--- src/rtl/if_pkg.sv ---
// rtl/if_pkg.sv - shared types and constants for the instruction-fetch stage
package if_pkg;

    typedef enum logic [1:0] {
        FETCH = 2'd0,
        HOLD  = 2'd1,
        DRAIN = 2'd2
    } if_state_e;

    localparam logic [31:0] NOP_INSTR_DEF = 32'h0000_0000;
    localparam logic [31:0] PC_INC        = 32'd4;

endpackage

--- src/rtl/if_fetch_stage_if.sv ---
// rtl/if_fetch_stage_if.sv - instruction-memory req/ready bus between fetch stage and imem
interface if_fetch_stage_if;

    logic        imem_req;
    logic [31:0] imem_addr;
    logic        imem_ready;
    logic [31:0] imem_rdata;

    modport master (
        output imem_req,
        output imem_addr,
        input  imem_ready,
        input  imem_rdata
    );

    modport slave (
        input  imem_req,
        input  imem_addr,
        output imem_ready,
        output imem_rdata
    );

endinterface

--- src/rtl/if_hold_buf.sv ---
// rtl/if_hold_buf.sv - single-entry {pc, instr} buffer for a fetch that lands during freeze
module if_hold_buf (
    input  logic        clk,
    input  logic        rst,
    input  logic        load_i,
    input  logic        unload_i,
    input  logic        clear_i,
    input  logic [31:0] pc_i,
    input  logic [31:0] instr_i,
    output logic [31:0] pc_o,
    output logic [31:0] instr_o,
    output logic        full_o
);

    logic [31:0] pc_q;
    logic [31:0] instr_q;
    logic        full_q;

    // Clear beats load so a flush in the same cycle always leaves the buffer empty.
    always_ff @(posedge clk or negedge rst) begin
        if (!rst) begin
            pc_q    <= '0;
            instr_q <= '0;
            full_q  <= 1'b0;
        end else if (clear_i) begin
            full_q  <= 1'b0;
        end else if (load_i) begin
            pc_q    <= pc_i;
            instr_q <= instr_i;
            full_q  <= 1'b1;
        end else if (unload_i) begin
            full_q  <= 1'b0;
        end
    end

    assign pc_o    = pc_q;
    assign instr_o = instr_q;
    assign full_o  = full_q;

endmodule

--- src/rtl/if_fetch_stage.sv ---
// rtl/if_fetch_stage.sv - IF stage: owns the PC, fetches over req/ready, feeds ID; IF_PERF_CNT_EN adds counters
module if_fetch_stage
    import if_pkg::*;
#(
    parameter logic [31:0] RESET_PC  = 32'h0000_0000,
    parameter logic [31:0] NOP_INSTR = NOP_INSTR_DEF
) (
    input  logic                clk,
    input  logic                rst,
    input  logic                freeze,
    input  logic                branch_taken,
    input  logic [31:0]         branch_addr,
    if_fetch_stage_if.master    imem,
    output logic [31:0]         pc_out,
    output logic [31:0]         instr_out,
    output logic                valid_out
`ifdef IF_PERF_CNT_EN
    ,
    output logic [31:0]         fetch_cnt,
    output logic [31:0]         stall_cnt
`endif
);

    if_state_e   state_q, state_d;
    logic [31:0] pc_q, pc_d;
    logic [31:0] drain_addr_q, drain_addr_d;
    logic [31:0] pc_out_q, pc_out_d;
    logic [31:0] instr_q, instr_d;
    logic        valid_q, valid_d;

    logic        req;
    logic        complete;
    logic [31:0] pc_inc;
    logic        buf_load, buf_unload, buf_clear, buf_full;
    logic [31:0] buf_pc, buf_instr;

    assign pc_inc   = pc_q + PC_INC;
    assign complete = req & imem.imem_ready;

    always_ff @(posedge clk or negedge rst) begin
        if (!rst) begin
            state_q <= FETCH;
        end else begin
            state_q <= state_d;
        end
    end

    always_comb begin
        state_d = state_q;
        if (branch_taken) begin
            case (state_q)
                FETCH:   state_d = complete ? FETCH : DRAIN;
                DRAIN:   state_d = complete ? FETCH : DRAIN;
                default: state_d = FETCH;
            endcase
        end else begin
            case (state_q)
                FETCH:   if (complete && freeze) state_d = HOLD;
                HOLD:    if (!freeze)            state_d = FETCH;
                DRAIN:   if (complete)           state_d = FETCH;
                default: state_d = FETCH;
            endcase
        end
    end

    // Request is gated by rst so it drops the instant reset asserts.
    always_comb begin
        req            = rst && (state_q != HOLD);
        imem.imem_req  = req;
        imem.imem_addr = (state_q == DRAIN) ? drain_addr_q : pc_q;
    end

    always_comb begin
        pc_d         = pc_q;
        drain_addr_d = drain_addr_q;
        pc_out_d     = pc_out_q;
        instr_d      = instr_q;
        valid_d      = valid_q;
        buf_load     = 1'b0;
        buf_unload   = 1'b0;
        buf_clear    = 1'b0;
        if (branch_taken) begin
            pc_d      = branch_addr;
            pc_out_d  = '0;
            instr_d   = NOP_INSTR;
            valid_d   = 1'b0;
            buf_clear = 1'b1;
            if (state_q == FETCH && !complete) begin
                drain_addr_d = pc_q;
            end
        end else begin
            case (state_q)
                FETCH: begin
                    if (complete) begin
                        pc_d = pc_inc;
                        if (freeze) begin
                            buf_load = 1'b1;
                        end else begin
                            pc_out_d = pc_inc;
                            instr_d  = imem.imem_rdata;
                            valid_d  = 1'b1;
                        end
                    end
                end
                HOLD: begin
                    if (!freeze) begin
                        pc_out_d   = buf_pc;
                        instr_d    = buf_instr;
                        valid_d    = buf_full;
                        buf_unload = 1'b1;
                    end
                end
                default: ;
            endcase
        end
    end

    always_ff @(posedge clk or negedge rst) begin
        if (!rst) begin
            pc_q         <= RESET_PC;
            drain_addr_q <= RESET_PC;
            pc_out_q     <= '0;
            instr_q      <= NOP_INSTR;
            valid_q      <= 1'b0;
        end else begin
            pc_q         <= pc_d;
            drain_addr_q <= drain_addr_d;
            pc_out_q     <= pc_out_d;
            instr_q      <= instr_d;
            valid_q      <= valid_d;
        end
    end

    if_hold_buf u_hold_buf (
        .clk      (clk),
        .rst      (rst),
        .load_i   (buf_load),
        .unload_i (buf_unload),
        .clear_i  (buf_clear),
        .pc_i     (pc_inc),
        .instr_i  (imem.imem_rdata),
        .pc_o     (buf_pc),
        .instr_o  (buf_instr),
        .full_o   (buf_full)
    );

    assign pc_out    = pc_out_q;
    assign instr_out = instr_q;
    assign valid_out = valid_q;

`ifdef IF_PERF_CNT_EN
    logic [31:0] fetch_cnt_q, stall_cnt_q;
    logic        delivered;

    assign delivered = !branch_taken && !freeze &&
                       ((state_q == FETCH && complete) || (state_q == HOLD && buf_full));

    always_ff @(posedge clk or negedge rst) begin
        if (!rst) begin
            fetch_cnt_q <= '0;
            stall_cnt_q <= '0;
        end else begin
            if (delivered) begin
                fetch_cnt_q <= fetch_cnt_q + 32'd1;
            end
            if ((req && !imem.imem_ready) || state_q == HOLD) begin
                stall_cnt_q <= stall_cnt_q + 32'd1;
            end
        end
    end

    assign fetch_cnt = fetch_cnt_q;
    assign stall_cnt = stall_cnt_q;
`endif

endmodule

--- src/flat_wrapper.sv ---
// flat-port wrapper written by rule: the top's interface ports become plain ports
module if_fetch_stage_flat import if_pkg::*;
#(
    parameter logic [31:0] RESET_PC  = 32'h0000_0000,
    parameter logic [31:0] NOP_INSTR = NOP_INSTR_DEF
)
  (clk, rst, freeze, branch_taken, branch_addr, pc_out, instr_out, valid_out, imem_imem_req, imem_imem_addr, imem_imem_ready, imem_imem_rdata);
  if_fetch_stage_if imem_i ();
  input  logic clk;
  input  logic rst;
  input  logic freeze;
  input  logic branch_taken;
  input  logic [31:0] branch_addr;
  output logic [31:0] pc_out;
  output logic [31:0] instr_out;
  output logic valid_out;
  output wire logic [$bits(imem_i.imem_req)-1:0] imem_imem_req;
  output wire logic [$bits(imem_i.imem_addr)-1:0] imem_imem_addr;
  input wire logic [$bits(imem_i.imem_ready)-1:0] imem_imem_ready;
  input wire logic [$bits(imem_i.imem_rdata)-1:0] imem_imem_rdata;
  assign imem_imem_req = imem_i.imem_req;
  assign imem_imem_addr = imem_i.imem_addr;
  assign imem_i.imem_ready = imem_imem_ready;
  assign imem_i.imem_rdata = imem_imem_rdata;
  if_fetch_stage #(.RESET_PC(RESET_PC), .NOP_INSTR(NOP_INSTR)) u_core (.clk(clk), .rst(rst), .freeze(freeze), .branch_taken(branch_taken), .branch_addr(branch_addr), .imem(imem_i), .pc_out(pc_out), .instr_out(instr_out), .valid_out(valid_out));
endmodule
--- config.mk ---
export PLATFORM = sky130hd
export DESIGN_NAME = if_fetch_stage_flat
export DESIGN_NICKNAME = d
export VERILOG_FILES = /design/src/rtl/if_pkg.sv /design/src/rtl/if_fetch_stage_if.sv /design/src/rtl/if_hold_buf.sv /design/src/rtl/if_fetch_stage.sv /design/src/flat_wrapper.sv
export SDC_FILE = /design/constraint.sdc
export NUM_CORES = 1
export LEC_CHECK = 0
export ABC_AREA = 1
export BUFFER_PORTS_ARGS = -buffer_cell sky130_fd_sc_hd__clkbuf_2
export CORE_ASPECT_RATIO = 0.7
export CORE_UTILIZATION = 45
export CTS_BUF_LIST = sky130_fd_sc_hd__clkbuf_4 sky130_fd_sc_hd__clkbuf_8
export DETAILED_ROUTE_END_ITERATION = 8
export PLACE_DENSITY = 0.71
export SETUP_SLACK_MARGIN = 0.4
export SLEW_MARGIN = 40
export SYNTH_ARGS = -nofsm -noshare
export SYNTH_HDL_FRONTEND = slang
export SYNTH_SLANG_ARGS = --single-unit
--- constraint.sdc ---
create_clock -name clk -period 2.05 [get_ports clk]
set_input_delay 0.1025 -clock clk [delete_from_list [all_inputs] [get_ports clk]]
set_output_delay 0.1025 -clock clk [all_outputs]
set_load 0.01 [all_outputs]
==> load_flow_metrics.sql <==
INSERT INTO impl_metrics (metric_group, metric, value, unit) VALUES
('run_status', 'status', 'finished, final reports clean', ''),
('pwr', 'pwr_density_cell', '772', 'mW/mm²'),
('timing', 'timing_hold_violations_final', '0', ''),
('flow_run', 'maxCapViolCount', '0', ''),
('yosys', 'ys_async_sr_fraction', '100', '%'),
('cts', 'cts_buffers', '17', ''),
('global_routing', 'maximum_number_of_pins_on_one_net_before_global_route_repair', '91', ''),
('timing', 'final.setup_skew', '0.0155', 'ns'),
('global_routing', 'number_of_antenna_violations_at_the_first_check_in_global_routing', '0', ''),
('pwr', 'worst_voltage_drop_across_the_vdd_grid', '0.000533', 'V'),
('timing', 'timing.final.crit_period', '1.80', 'ns'),
('setup_path', 'critPathLaunchType', 'register', ''),
('drt', 'wl_per_cell', '18.5', 'µm'),
('min_path', 'worstHoldPathType', 'input pin to async pin', ''),
('pwr', 'static-leakage-power', '0.00658', 'µW'),
('cts', 'cts.sink_count', '196', ''),
('drt', 'detail_route.first_pass.iterations', '6', ''),
('die', 'die_h', '122', 'µm'),
('setup_path', 'worst_ep_arrival_time', '1.69', 'ns'),
('place', 'port_buffers', '166', ''),
('cts', 'clock_latency', '0.47', 'ns'),
('setup_path', 'crit_slowest_cell', 'dfrtp_2', ''),
('setup_path', 'worst_setup_path_startpoint', 'u_core.state_q[0]', ''),
('place', 'finalWeightedCongestion', '0.925', ''),
('drt', 'post-route-drc-count', '0', ''),
('layout', 'drive_above_1_share', '26.5', '%'),
('timing', 'slew_headroom', '66.7', '%'),
('drt', 'route.final.wire_length', '32100', 'µm'),
('yosys', 'synth-warning-count', '0', ''),
('yosys', 'synth_top_flop_cell', 'dfrtp_1', ''),
('drt', 'vias', '9328', ''),
('place', 'post-place-ws', '0.220', 'ns'),
('setup_path', 'critical_path.cell_chain', 'inv_4, nand2_8, clkbuf_16, nor2_4, a21oi_2, buf_2', ''),
('global_routing', 'grt_pass1_vias', '8269', ''),
('layout', 'fill_cells', '1657', ''),
('pwr', 'post-layout-total-power', '9910', 'µW'),
('die', 'io_pins', '167', ''),
('yosys', 'mapped_nets', '1273', ''),
('setup_path', 'timing.critical_path.required', '1.95', 'ns'),
('global_routing', 'overflow_left_after_global_routing', '0', ''),
('cts', 'cts.path.max_buffers', '2', ''),
('layout', 'diodes', '0', ''),
('yosys', 'synthesis.area_per_instance', '7.70', 'µm²'),
('cts', 'cts_htree_levels', '4', ''),
('layout', 'layoutNonFillerInstCount', '1736', ''),
('place', 'post_dp_cell_area', '0.0104', 'mm²'),
('setup_path', 'r2r.worst_path.cells', '6', ''),
('timing', 'worst_slew_pin_slew', '0.500', 'ns'),
('yosys', 'yosys.cell_types.count', '25', ''),
('layout', 'final-seq-area', '0.00491', 'mm²'),
('layout', 'mostFrequentLayoutCell', 'nand2_1', ''),
('timing', 'setup_repair_after_global_routing_missed_its_margin', 'true', ''),
('cts', 'tritoncts_clock_tree', 'done', ''),
('global_routing', 'grt_pass1_wl', '45500', 'µm'),
('yosys', 'yosys_register_bits', '196', ''),
('yosys', 'post_synth_inst_count', '1203', ''),
('die', 'num_rows', '43', ''),
('layout', 'area.growth.synth_to_final', '38.8', '%'),
('drt', 'detailedRoute.firstIterationViolations', '1006', ''),
('layout', 'net_count_reported_at_finish', '1524', ''),
('cts', 'clock_tree.root_cell', 'clkbuf_8', ''),
('die', 'fp.dieW', '173', 'µm'),
('yosys', 'synth-seq-area-share', '53.0', '%'),
('place', 'placed_cells', '1596', ''),
('setup_path', 'rr_startpoint', 'u_core.state_q[0]', ''),
('layout', 'multi_input_gate_area', '0.00432', 'mm²'),
('place', 'dp.final_hpwl', '17900', 'µm'),
('layout', 'finish.instance_area', '0.0129', 'mm²'),
('drt', 'drt-vias-per-instance', '5.37', ''),
('timing', 'minimum_setup_slack_in_the_final_design', '0.254', 'ns'),
('timing', 'final.setup.tns', '0', 'ns');
==> cells in the mapped netlist (2+ instances only) <==
library cell  instances  area share [%]
nand2_1             458              19
dfrtp_1             196              53
o21ai_0             148             8.0
nor2_1              110             4.5
inv_1                79             3.2
a21oi_1              46             2.5
nand3_1              44             2.4
clkbuf_1             32             1.3
o21ai_1              20             1.1
buf_2                17            0.92
o211ai_1             17             1.4
buf_4                 8            0.65
xor2_1                6            0.57
mux2i_1               5            0.54
inv_2                 4            0.16
buf_6                 2            0.24
nand2_2               2            0.14
nand3_2               2            0.22
==> through the flow <==
| step | hold WS [ns] | util (%) |
|---|---|---|
| CTS | 0.0392 | 59.5 |
| global placement | -0.00660 | 51.8 |
| global route | 0.0373 | 64.4 |
| detailed placement | -0.00712 | 51.9 |
| finish | 0.0688 | 64.4 |
| floorplan | -0.193 | - |
==> power by group <==
part,switching [µW],total [µW],internal (µW)
clock network,1400,2670,1270
registers,420,4880,4470
logic,1380,2360,985
==> worst max-delay path: cells and delay by family, from the launching register on <==
family                 cells  cell delay [ns]
AND/OR/NAND/NOR            2             0.20
flip-flops                 1             0.44
AO/OA/AOI/OAI              1             0.14
buffers and inverters      3             0.45
==> kinds of logic after synthesis <==
family          Yosys count  synth area share [%]
flops                   196                  53.0
simple gates            620                  26.2
compound gates          231                  12.9
xor+xnor                  7                 0.662
fa+ha+maj                 1                 0.135
mux                       5                 0.541
buf+inv                 143                  6.51
==> layer usage <==
metal / part of all wire, % / track usage [%]
met2: 42 / 39.0
met1: 45 / 43.6
met4: 1.4 / 5.09
met3: 12 / 7.52
met5: 0 / 0
==> how the worst min path moves through the flow <==
stage / start / endpoint
finish: rst / u_core.instr_out[28]
global route: branch_taken / u_core.state_q[1]
CTS: imem_imem_ready / u_core.state_q[1]
detailed placement: rst / u_core.instr_out[28]
global placement: rst / u_core.instr_out[28]
floorplan: rst / u_core.drain_addr_q[0]
==> state kept, by name, summed over array words and instances, names as in the netlist <==
register,count
u_core.drain_addr_q,32
u_core.instr_out,32
u_core.pc_out,32
u_core.pc_q,32
u_core.state_q,2
u_core.u_hold_buf.full_o,1
u_core.u_hold_buf.instr_o,32
u_core.u_hold_buf.pc_o,32
u_core.valid_out,1
==> what timing repair did <==
action	4_1_cts	5_1_grt
pin swaps	2	19
endpoints found under the setup margin	144	197
cloned	8	15
hold buffers	66	0
gates resized for setup	52	191
hold endpoints to repair	202	0
setup buffers	6	14
==> area by class of cell <==
class                      instances  area share, %
sequential                       196           38.2
multi-input combinational        864           33.6
timing repair buffer             291           19.6
inverter                          83           2.63
tap                              270           2.63
clock buffer                      20           2.04
clock inverter                    11           1.20
timing repair inverter             1         0.0682
Note: power is estimated with default switching activity, not from simulation.
